--- config.mk ---
export PLATFORM = sky130hd
export DESIGN_NAME = top_melody_sequencer
export DESIGN_NICKNAME = d
export VERILOG_FILES = /design/src/rtl/top_melody_sequencer.sv
export SDC_FILE = /design/constraint.sdc
export NUM_CORES = 1
export LEC_CHECK = 0
export CAP_MARGIN = 20
export CORE_MARGIN = 3
export CORE_UTILIZATION = 35
export CTS_BUF_LIST = sky130_fd_sc_hd__clkbuf_8
export DETAILED_ROUTE_END_ITERATION = 7
export GPL_ROUTABILITY_DRIVEN = 0
export PLACE_DENSITY = 0.61
export SLEW_MARGIN = 30
export SYNTH_ARGS = -nofsm -noshare
export SYNTH_HDL_FRONTEND = slang
export SYNTH_SLANG_ARGS = --single-unit
--- constraint.sdc ---
create_clock -name i_clk -period 9.84 [get_ports i_clk]
set_input_delay 1.968 -clock i_clk [delete_from_list [all_inputs] [get_ports i_clk]]
set_output_delay 1.968 -clock i_clk [all_outputs]
set_load 0.02 [all_outputs]
--- src/rtl/top_melody_sequencer.sv ---
// Plays a fixed 16-entry melody table as timed tone/gap pairs for a frequency generator.
// Optional build macro MELODY_SEQUENCER_LOOP_EN: repeat the song forever instead of finishing.
module top_melody_sequencer #(
   parameter int unsigned BEAT_CYCLES = 12_500_000,
   parameter int unsigned GAP_CYCLES  = 1_000_000
) (
   input  logic        i_clk,
   input  logic        i_reset,
   input  logic        i_start,
   input  logic        i_stop,
   output logic [15:0] o_freq,
   output logic [3:0]  o_en,
   output logic        o_busy,
   output logic [3:0]  o_note_idx,
   output logic        o_done
);

   localparam int unsigned FREQ_W  = 16;
   localparam int unsigned BEATS_W = 4;
   localparam int unsigned IDX_W   = 4;
   localparam int unsigned CNT_W   = 32;
   localparam int unsigned EN_W    = 4;

   localparam logic [EN_W-1:0]  EN_ON    = 4'hF;
   localparam logic [EN_W-1:0]  EN_OFF   = 4'h0;
   localparam logic [IDX_W-1:0] IDX_LAST = 4'hF;

   typedef enum logic [2:0] {
      S_IDLE,
      S_LOAD,
      S_TONE,
      S_GAP,
      S_DONE
   } state_t;

`ifdef MELODY_SEQUENCER_LOOP_EN
   localparam state_t END_STATE = S_LOAD;
   localparam logic   END_DONE  = 1'b0;
`else
   localparam state_t END_STATE = S_DONE;
   localparam logic   END_DONE  = 1'b1;
`endif

   // Song table entry: {freq_hz, beats}; beats == 0 marks the end of the song.
   function automatic logic [FREQ_W+BEATS_W-1:0] song_entry(input logic [IDX_W-1:0] idx);
      case (idx)
         4'd0:    song_entry = {16'd262, 4'd2};
         4'd1:    song_entry = {16'd294, 4'd2};
         4'd2:    song_entry = {16'd330, 4'd2};
         4'd3:    song_entry = {16'd349, 4'd2};
         4'd4:    song_entry = {16'd392, 4'd4};
         4'd5:    song_entry = {16'd0,   4'd2};
         4'd6:    song_entry = {16'd392, 4'd2};
         4'd7:    song_entry = {16'd349, 4'd2};
         4'd8:    song_entry = {16'd330, 4'd2};
         4'd9:    song_entry = {16'd294, 4'd2};
         4'd10:   song_entry = {16'd262, 4'd4};
         default: song_entry = {16'd0,   4'd0};
      endcase
   endfunction

   state_t              state_q, state_d;
   logic [CNT_W-1:0]    cnt_q, cnt_d;
   logic [IDX_W-1:0]    idx_d;
   logic [FREQ_W-1:0]   freq_d;
   logic [EN_W-1:0]     en_d;
   logic                busy_d;
   logic                done_d;
   logic [FREQ_W+BEATS_W-1:0] entry;
   logic [FREQ_W-1:0]   entry_freq;
   logic [BEATS_W-1:0]  entry_beats;

   assign entry       = song_entry(o_note_idx);
   assign entry_freq  = entry[FREQ_W+BEATS_W-1:BEATS_W];
   assign entry_beats = entry[BEATS_W-1:0];

   // Next-state and next-output logic; stop beats start, start restarts from note 0.
   always_comb begin
      state_d = state_q;
      cnt_d   = cnt_q;
      idx_d   = o_note_idx;
      freq_d  = o_freq;
      en_d    = o_en;
      done_d  = 1'b0;

      if (i_stop) begin
         state_d = S_IDLE;
         cnt_d   = '0;
         idx_d   = '0;
         freq_d  = '0;
         en_d    = EN_OFF;
      end else if (i_start) begin
         state_d = S_LOAD;
         cnt_d   = '0;
         idx_d   = '0;
         freq_d  = '0;
         en_d    = EN_OFF;
      end else begin
         case (state_q)
            S_IDLE: begin
               freq_d = '0;
               en_d   = EN_OFF;
            end
            S_LOAD: begin
               if (entry_beats == '0) begin
                  state_d = END_STATE;
                  done_d  = END_DONE;
                  idx_d   = '0;
                  freq_d  = '0;
                  en_d    = EN_OFF;
               end else begin
                  state_d = S_TONE;
                  cnt_d   = CNT_W'(entry_beats) * CNT_W'(BEAT_CYCLES);
                  freq_d  = entry_freq;
                  en_d    = (entry_freq != '0) ? EN_ON : EN_OFF;
               end
            end
            S_TONE: begin
               if (cnt_q <= CNT_W'(1)) begin
                  state_d = S_GAP;
                  cnt_d   = CNT_W'(GAP_CYCLES);
                  freq_d  = '0;
                  en_d    = EN_OFF;
               end else begin
                  cnt_d = cnt_q - CNT_W'(1);
               end
            end
            S_GAP: begin
               if (cnt_q <= CNT_W'(1)) begin
                  cnt_d = '0;
                  if (o_note_idx == IDX_LAST) begin
                     state_d = END_STATE;
                     done_d  = END_DONE;
                     idx_d   = '0;
                  end else begin
                     state_d = S_LOAD;
                     idx_d   = o_note_idx + IDX_W'(1);
                  end
               end else begin
                  cnt_d = cnt_q - CNT_W'(1);
               end
            end
            S_DONE: begin
               state_d = S_IDLE;
               freq_d  = '0;
               en_d    = EN_OFF;
            end
            default: begin
               state_d = S_IDLE;
               cnt_d   = '0;
               idx_d   = '0;
               freq_d  = '0;
               en_d    = EN_OFF;
            end
         endcase
      end

      busy_d = (state_d != S_IDLE);
   end

   // State, counter and registered outputs.
   always_ff @(posedge i_clk) begin
      if (i_reset) begin
         state_q    <= S_IDLE;
         cnt_q      <= '0;
         o_note_idx <= '0;
         o_freq     <= '0;
         o_en       <= EN_OFF;
         o_busy     <= 1'b0;
         o_done     <= 1'b0;
      end else begin
         state_q    <= state_d;
         cnt_q      <= cnt_d;
         o_note_idx <= idx_d;
         o_freq     <= freq_d;
         o_en       <= en_d;
         o_busy     <= busy_d;
         o_done     <= done_d;
      end
   end

endmodule

After elaboration in Yosys (flattened, before gate mapping)
Memories as Yosys holds them, arrays and structs flattened. A register that Yosys moved wholly into a read port is not among the register bits.
Cells that the tools add are included.
- $add $sub $neg: 2
- multipliers: 1
- divide/modulo/power cells: 0
- magnitude comparators: 1
- equality and inequality tests: 9
- shifts and indexed selects: 0
- muxes and demuxes: 28
- bitwise logic cells: 3
- reduce and logical (&&, ||, !) cells: 10
- operators by type and width (kind ; number):
    case mux 32 bit (4 select lines) ; 1
    two-way mux 32 bit ; 3
    case mux 16 bit (3 select lines) ; 1
    less-or-equal comparator 32 x 1 -> 1 bit (second input constant) ; 1
    two-way mux 16 bit ; 2
    two-way mux 4 bit ; 8
    subtractor 32 x 1 -> 32 bit (second input constant) ; 1
    case mux 4 bit (3 select lines) ; 2
    multiplier 4 x 19 -> 23 bit (second input constant) ; 1
    two-way mux 3 bit ; 6
    nonzero test 16 bit ; 1
    case mux 3 bit (4 select lines) ; 1
    != test 2 bit (second input constant) ; 4
    == test 3 x 2 -> 1 bit (second input constant) ; 2
    OR reduction 3 bit ; 2
    adder 4 x 1 -> 4 bit (second input constant) ; 1
    == test 4 bit (second input constant) ; 1
    logical NOT 4 bit ; 1
    AND reduction 2 bit ; 2
    == test 3 x 1 -> 1 bit (second input constant) ; 1
    == test 3 bit (second input constant) ; 1
    logical NOT 3 bit ; 1
    two-way mux 1 bit ; 3
    inverter 1 bit ; 3
    other kinds (4) ; 4
- bits in registers: 61
- latch bits: 0
- memory bits (writable): 0
- memory bits (read-only): 176
- bits of input ports: 4
- output and inout bits: 26
- logic and storage cells: 62
- memories kept: 1
- memories (memory ; words ; width ; rd ports ; clocked after Yosys merged registers in ; write ports ; RTL line ; source):
    (name not given) ; 16 ; 11 ; 1 ; 1 ; 0 ; 46 ; case (idx)

Depth between registers and ports, before layout
Gate-level depths: netlist of the first run.
- word-level depth: 7
- mapped depth: 12

Worst setup path before layout of the first run
No wires, ideal clock.
- kind: input -> register
- start: input port i_stop
- end: register, netlist name entry[6]
- arrival: 3.265 ns
- required time: 9.720 ns
- path slack: 6.456 ns
- stages on the path: 5
- buffers on the path: 1
- path through: or3_1 -> a2111oi_4 -> buf_6 -> nor3_2 -> a211o_1
- longest elaborated chain between the ends: 2
- RTL lines (what ; RTL line ; source):
    start, declared ; 10 ; input logic i_stop,
    OR reduction 3 bit (no source line) ; n/a ;
    two-way mux 4 bit (no source line) ; n/a ;
No other way between the ends.
A chain may end at the register's enable or synchronous reset.

Worst setup path in the final report of the first run
- start: input port i_stop
- end: register, netlist name entry[7]
- longest elaborated chain between the ends: 2
- RTL lines (what):
    OR reduction 3 bit (no source line)
    two-way mux 4 bit (no source line)
No other way between the ends.

==> results of run 1 <==
-- registers in the layout (all words and copies together), names as in the netlist --
name        count
o_busy          1
o_done          1
o_en            1
state_q         3
o_freq          8
entry          10
cnt_q          32
o_note_idx      4
-- metal layers --
metal / vias up / GRT usage (%)
met4: 0 / 4.294
met5: - / 0
li1: 1385 / -
met2: 65 / 24.04
met1: 1329 / 20.51
met3: 5 / 4.477
-- worst max-delay path: stages --
cell,delay (ps)
clkdlybuf4s50_1,410
or3_1,360
buf_4,270
a2111oi_4,680
nor4_1,150
a211o_1,290
-- cell families after synthesis --
logic type | share of synthesized area (%)
AO/OA/AOI/OAI | 21.41
adder cells (fa/ha/maj) | 4.314
flip-flops | 37.65
buffers and inverters | 6.314
AND/OR/NAND/NOR | 25.45
multiplexers | 0.3529
other | 0.1175
XOR/XNOR | 4.392
-- cell usage after synthesis (5+ instances only) --
cell type / count
o21ai_0: 26
xnor2_1: 10
dfxtp_1: 60
or4_1: 5
a21oi_1: 23
nor4_1: 15
a31oi_1: 6
or2_2: 6
nand2_1: 22
ha_1: 11
inv_1: 8
nand3_1: 5
or3_1: 11
a22oi_1: 13
nor2_1: 52
buf_4: 11
clkbuf_1: 14
nor3_1: 16
xor2_1: 6
-- where the power goes --
| group | leakage [uW] | switching, uW | internal [uW] | total, uW |
|---|---|---|---|---|
| Clock | 0.000125 | 102 | 168 | 270 |
| Sequential | 0.000484 | 2.42 | 245 | 247 |
| Combinational | 0.000738 | 37.2 | 20.2 | 57.4 |
| Total | 0.00135 | 142 | 433 | 575 |
-- layout make-up --
| type | count | area, um^2 |
|---|---|---|
| clock buffer | 9 | 123.9 |
| tap | 108 | 135.1 |
| multi-input combinational | 290 | 1810 |
| sequential | 60 | 1201 |
| fill | 889 | 5139 |
| clock inverter | 7 | 116.4 |
| inverter | 8 | 30.03 |
| timing repair buffer | 26 | 250.2 |
-- final timing paths --
| kind | from | to | slack (ps) | cells past startpoint |
|---|---|---|---|---|
| worst max-delay path | i_stop | entry[7] | 5920 | 6 |
| worst min-delay path | cnt_q[11] | cnt_q[11] | 500 | 2 |
| worst max register to register | cnt_q[12] | entry[6] | 5990 | 8 |
| worst min register to register | cnt_q[11] | cnt_q[11] | 500 | 2 |
-- through the flow --
step / util [%] / setup WS [ps] / total power (uW) / hold slack [ps] / std cells
after floorplan: - / 6456 / 298.3 / 457.6 / 388
after global placement: 38.92 / 5607 / 309.3 / 475.0 / 492
after detailed placement: 38.92 / 5545 / 309.9 / 482.4 / 492
after CTS: 41.65 / 5928 / 581.7 / 494.8 / 508
after global routing: 41.65 / 5745 / 600.2 / 522.5 / 508
final: 41.65 / 5917 / 574.6 / 496.3 / 508
==> out/qor.yml, run 1 <==
status: "finished, final reports clean"
ys_warn_count: 0
synth-async-reset-ratio_pct: 0
max_freq_mhz: 254.9
layout.nets: 410
fin_setup_tns_ps: 0
wire_per_inst_um: 14.76
areaGrowthSynthToFinish_pct: 14.94
die-area_um2: 10300
pwr_density_cell_nw_per_um2: 156.7
antenna_found_initial: 0
setup_viol: 0
ys.flop_type: "dfxtp_1"
synth_top_cells_by_area: "dfxtp_1 (38%), nor2_1 (6.1%), ha_1 (4.3%)"
wl_met1_mm: 3.558
clk-insertion-delay-late_ps: 340
syn-cell-area_um2: 3191
viasPerCell: 5.480
avgSynthCellArea_um2: 8.352
htree_levels: 3
hpwl_mm: 5.294
drtAntennaViolNets: 0
min_path_type: "flip-flop to flip-flop"
grt_usage_pct: 15.31
critPathLaunchType: "input pin"
crit_fanout: 40
synth_top_area_share_pct: 37.65
firstDrtPassIters: 5
critPathCaptureType: "flip-flop"
drt_wl_total_mm: 7.499
grt_pass1_wl_mm: 12.63
fin_area_um2: 3667
relSlewSlack_pct: 38.18
drt-initial-drc-count: 160
syn_inst: 382
cts.path.max_buffers: 2
timing_hold_violations_final: 0
post_cts_resized: 0
p_leak_uw: 0.001347
synth_edf_count: 0
mostFrequentLayoutCell: "dfxtp_1"
portBuffers: 22
crit_arrival_ps: 4150
crit_type: "input pin to flip-flop"
root_buffer: "clkbuf_8"
cp_data_required_time_ps: 10070
slew_violations: 0
grt.overflow.total: 0
start_util_pct: 36.23
wl_met3_um: 299
max-cap-violations: 0
synth_top_cell_by_area: "dfxtp_1"
route.met2.wl_mm: 3.577
num_rows: 34
cts_setup_buffers: 0
worst_clock_skew_ps: 10.28
grt_max_degree: 41
die_h_um: 101.5
ir_drop_mv: 0.09854
cts_sinks: 60
placed_area_um2: 3427
clkTransAtPathRegs_ps: 70
synth-seq-cells: 60
ios: 30
first_global_vias: 2529
drc: 0
tightest_slew_ps: 927.2
die_x_um: 101.5
min_period_ps: 3923
diodes: 0
top_layer_used: "met4"
dr_total_vias: 2784
layout_common_cells: "dfxtp_1 (60), nor2_1 (52), o21ai_0 (26)"
cts_buffers: 9
period_share_pct: 39.86
cts_hold_buf: 0
coreArea_um2: 8806
rsz0062_at_grt: "no"
cts_tree: "yes"
layout-drive-gt1-share_pct: 9.500
ys_types: 60
ys_seq_area_share_pct: 37.65
Power figures use the tool's default switching activity.
==> run 2: changes to the inputs <==
Settings changed: PLACE_DENSITY 0.61 to 0.63.
Clock period 9.84 ns to 3.52 ns, I/O delays scaled along.
==> out/qor.yml, run 2 (synthesis results as in run 1) <==
clkTransAtPathRegs_ps: 80
layout.nets: 416
tightest_slew_ps: 656.1
utilization_pct: 42.03
setup_ws_ps: 245.4
dr_total_vias: 2766
cts.path.max_buffers: 2
cp_data_required_time_ps: 3750
fillers: 857
status: "finished, final reports clean"
crit_type: "flip-flop to flip-flop"
cts_sinks: 60
diodes: 0
min_path_type: "flip-flop to flip-flop"
min_period_ps: 3275
wire_per_inst_um: 14.93
power.total_uw: 1569
layout-drive-gt1-share_pct: 11.33
root_buffer: "clkbuf_8"
antenna_found_initial: 0
grt_pass1_wl_mm: 13.06
viasPerCell: 5.381
ios: 30
hpwl_mm: 5.524
firstDrtPassIters: 4
cts_tree: "yes"
layout_common_cells: "dfxtp_1 (60), nor2_1 (52), o21ai_0 (26)"
slew_violations: 0
worstPathCellList: "or4_1 -> or4b_4 -> o31a_1 -> o21ai_2 -> a21o_1 -> inv_1 -> ha_1 -> nor2_1 -> a31oi_1 -> a22o_1"
grt.overflow.total: 0
cp_slowest_cell: "or4b_4"
max-cap-violations: 0
whs_ps: 502.4
grt_max_degree: 24
coreArea_um2: 8806
period_share_pct: 93.03
drt_wl_total_mm: 7.672
die-area_um2: 10300
setup_viol: 0
largest_register_ffs: 32
drt-initial-drc-count: 141
rsz0062_at_grt: "no"
crit_arrival_ps: 3500
relSlewSlack_pct: 56.26
r2r_cells: 10
clk-insertion-delay-late_ps: 340
grt_usage_pct: 15.68
dp_slack_ps: 229.4
cts_buffers: 9
areaGrowthSynthToFinish_pct: 16.00
critPathLaunchType: "flip-flop"
worst_clock_skew_ps: 8.406
num_rows: 34
drtAntennaViolNets: 0
max_stage_delay_ps: 660
portBuffers: 22
die_h_um: 101.5
drc: 0
p_leak_uw: 0.001367
ir_drop_mv: 0.2762
registers.top_by_ff_count: "cnt_q"
htree_levels: 3
critPathCaptureType: "flip-flop"
hold_depth: 2
fin_setup_tns_ps: 0
pwr_density_cell_nw_per_um2: 423.8
timing_hold_violations_final: 0
crit_fanout: 10
start_util_pct: 36.23
max_freq_mhz: 305.4
mostFrequentLayoutCell: "dfxtp_1"
die_x_um: 101.5
first_global_vias: 2606
run 2: worst max-delay path: cells and delay by family, from the launching register on:
| kind | cells | cell delay [ps] |
|---|---|---|
| adders and majority gates | 1 | 230 |
| AOI/OAI and AO/OA | 5 | 1030 |
| and+or+nand+nor | 3 | 1410 |
| buffers and inverters | 1 | 110 |
| DFF | 1 | 360 |
run 2: final timing paths:
check / start / to / slack, ps
worst max register to register: cnt_q[12] / entry[10] / 250
worst max-delay path: cnt_q[12] / entry[10] / 250
worst min-delay path: o_freq[5] / o_freq[5] / 500
worst min register to register: o_freq[5] / o_freq[5] / 500
run 2: power by group:
part	internal, uW	switching [uW]	total, uW
Sequential	684	6.91	691
Combinational	60.3	107	167
Clock	418	292	710
run 2: timing repair:
action                     4_1_cts  5_1_grt
setup endpoints to repair        0        1
setup buffers                    0        0
hold buffers                     0        0
resized for setup                0        1
run 2: layout make-up:
class / instances / area [um^2] / area share [%]
multi-input cells: 290 / 1814 / 49.02
well taps: 108 / 135.1 / 3.651
clock buffers: 10 / 137.6 / 3.719
repair buffers: 32 / 295.3 / 7.978
inverters: 8 / 30.03 / 0.8114
flip-flops and latches: 60 / 1201 / 32.45
clock inverters: 6 / 87.58 / 2.366
run 2: layer usage:
layer / global-route usage (%) / routed length [um] / part of all wire (%) / vias to the layer above
met4: 3.681 / 51 / 0.66 / 0
met1: 21.73 / 3722 / 49 / 1292
met5: 0 / 0 / 0 / -
met2: 25.00 / 3605 / 47 / 56
li1: - / - / - / 1410
met3: 3.375 / 292 / 3.8 / 8
run 2: per-stage QoR:
step / instance area (um^2) / std cells
floorplan: 3213 / 388
global placement: 3472 / 498
detailed placement: 3472 / 498
CTS: 3697 / 514
global route: 3701 / 514
finish: 3701 / 514
==> run 3: changes to the inputs <==
Settings changed: CORE_UTILIZATION 35 to 45, PLACE_DENSITY 0.63 to 0.76.
==> out/qor.yml, run 3 (synthesis results as in run 1) <==
rsz0062_at_grt: "no"
num_rows: 30
worst_clock_skew_ps: 9.565
post_cts_resized: 0
die-area_um2: 8136
relSlewSlack_pct: 49.91
drt_wl_total_mm: 7.560
die_h_um: 90.20
grt_max_degree: 24
coreArea_um2: 6832
cts_sinks: 60
r2r_cells: 10
portBuffers: 22
layout-drive-gt1-share_pct: 10.64
setup_viol: 0
drtAntennaViolNets: 0
grt_pass1_wl_mm: 12.83
ios: 30
htree_levels: 3
first_global_vias: 2709
clk-insertion-delay-late_ps: 340
critPathLaunchType: "flip-flop"
period_share_pct: 94.36
crit_type: "flip-flop to flip-flop"
worst-path-buf-inv: 1
ir_drop_mv: 0.2844
timing_hold_violations_final: 0
cts_setup_buffers: 0
fin_area_um2: 3691
layout.nets: 414
max_freq_mhz: 301.1
cp_slowest_cell: "or4b_4"
diodes: 0
cts_tree: "yes"
power.total_uw: 1627
antenna_found_initial: 0
viasPerCell: 5.742
firstDrtPassIters: 4
min_period_ps: 3321
dr_total_vias: 2871
fin_setup_tns_ps: 0
layout_common_cells: "dfxtp_1 (60), nor2_1 (52), o21ai_0 (26)"
fillers: 639
path_depth: 10
crit_arrival_ps: 3560
mostFrequentLayoutCell: "dfxtp_1"
hpwl_mm: 5.358
hold_depth: 2
clkTransAtPathRegs_ps: 70
placed_area_um2: 3442
cp_data_required_time_ps: 3760
grt.overflow.total: 0
critPathCaptureType: "flip-flop"
largest_register_ffs: 32
status: "finished, final reports clean"
drt-initial-drc-count: 235
slew_violations: 0
areaGrowthSynthToFinish_pct: 15.69
cts.path.max_buffers: 2
start_util_pct: 46.70
root_buffer: "clkbuf_8"
cts_buffers: 9
max-cap-violations: 0
pwr_density_cell_nw_per_um2: 440.8
wire_per_inst_um: 15.12
tightest_slew_ps: 751.4
min_path_type: "flip-flop to flip-flop"
crit_family: "simple AND/OR/NAND/NOR gates"
registers.top_by_ff_count: "cnt_q"
grt_usage_pct: 19.06
crit_fanout: 10
drc: 0
p_leak_uw: 0.001363
max_stage_delay_ps: 660
die_x_um: 90.20
worstPathCellList: "or4_1 -> or4b_4 -> o31a_1 -> o21ai_1 -> a21o_1 -> inv_1 -> ha_1 -> nor2_1 -> a31oi_1 -> a22o_1"
cts_hold_buf: 0
-- run 3: worst paths after layout --
path | slack (ps) | end | start
hold / removal | 500 | o_freq[5] | o_freq[5]
setup reg to reg | 200 | entry[10] | cnt_q[12]
hold reg to reg | 500 | o_freq[5] | o_freq[5]
setup / recovery | 200 | entry[10] | cnt_q[12]
-- run 3: layer usage --
metal  global-route usage [%]  vias to the layer above  share of wire, %  routed length, um
met5                        0                        -                 0                  0
met4                    5.995                        0               1.0                 78
met3                    4.268                        9               4.6                349
li1                         -                     1400                 -                  -
met1                    23.93                     1369                45               3394
met2                    32.48                       93                49               3739
-- run 3: metrics by stage --
step,hold slack (ps),instances,setup WS [ps],utilization (%)
after floorplan,457.6,388,433.6,-
after global placement,485.5,484,331.3,50.38
after CTS,506.5,500,222.0,54.03
after global routing,534.0,500,7.776,54.03
after detailed placement,485.8,484,250.0,50.38
final,503.4,500,198.5,54.03
-- run 3: worst register-to-register path, stage by stage, from the launching register on --
cell     delay, ps
dfxtp_1        360
or4_1          640
or4b_4         660
o31a_1         400
o21ai_1        220
a21o_1         240
inv_1          110
ha_1           240
nor2_1         120
a31oi_1         50
a22o_1         180
-- run 3: area by class of cell --
cell class	instances	area [um^2]	area share, %
clock buffers	10	137.6	3.729
clock inverters	6	111.4	3.017
inverters	8	30.03	0.8136
multi-input cells	290	1810	49.05
flip-flops and latches	60	1201	32.54
well taps	96	120.1	3.254
repair buffers	30	280.3	7.593
-- run 3: report_power, final --
| group | leakage, uW | total [uW] | internal, uW | switching (uW) |
|---|---|---|---|---|
| Sequential | 0.000484 | 691 | 684 | 7.00 |
| Combinational | 0.000756 | 163 | 57.7 | 105 |
| Clock | 0.000122 | 773 | 489 | 284 |
| Total | 0.00136 | 1630 | 1230 | 396 |
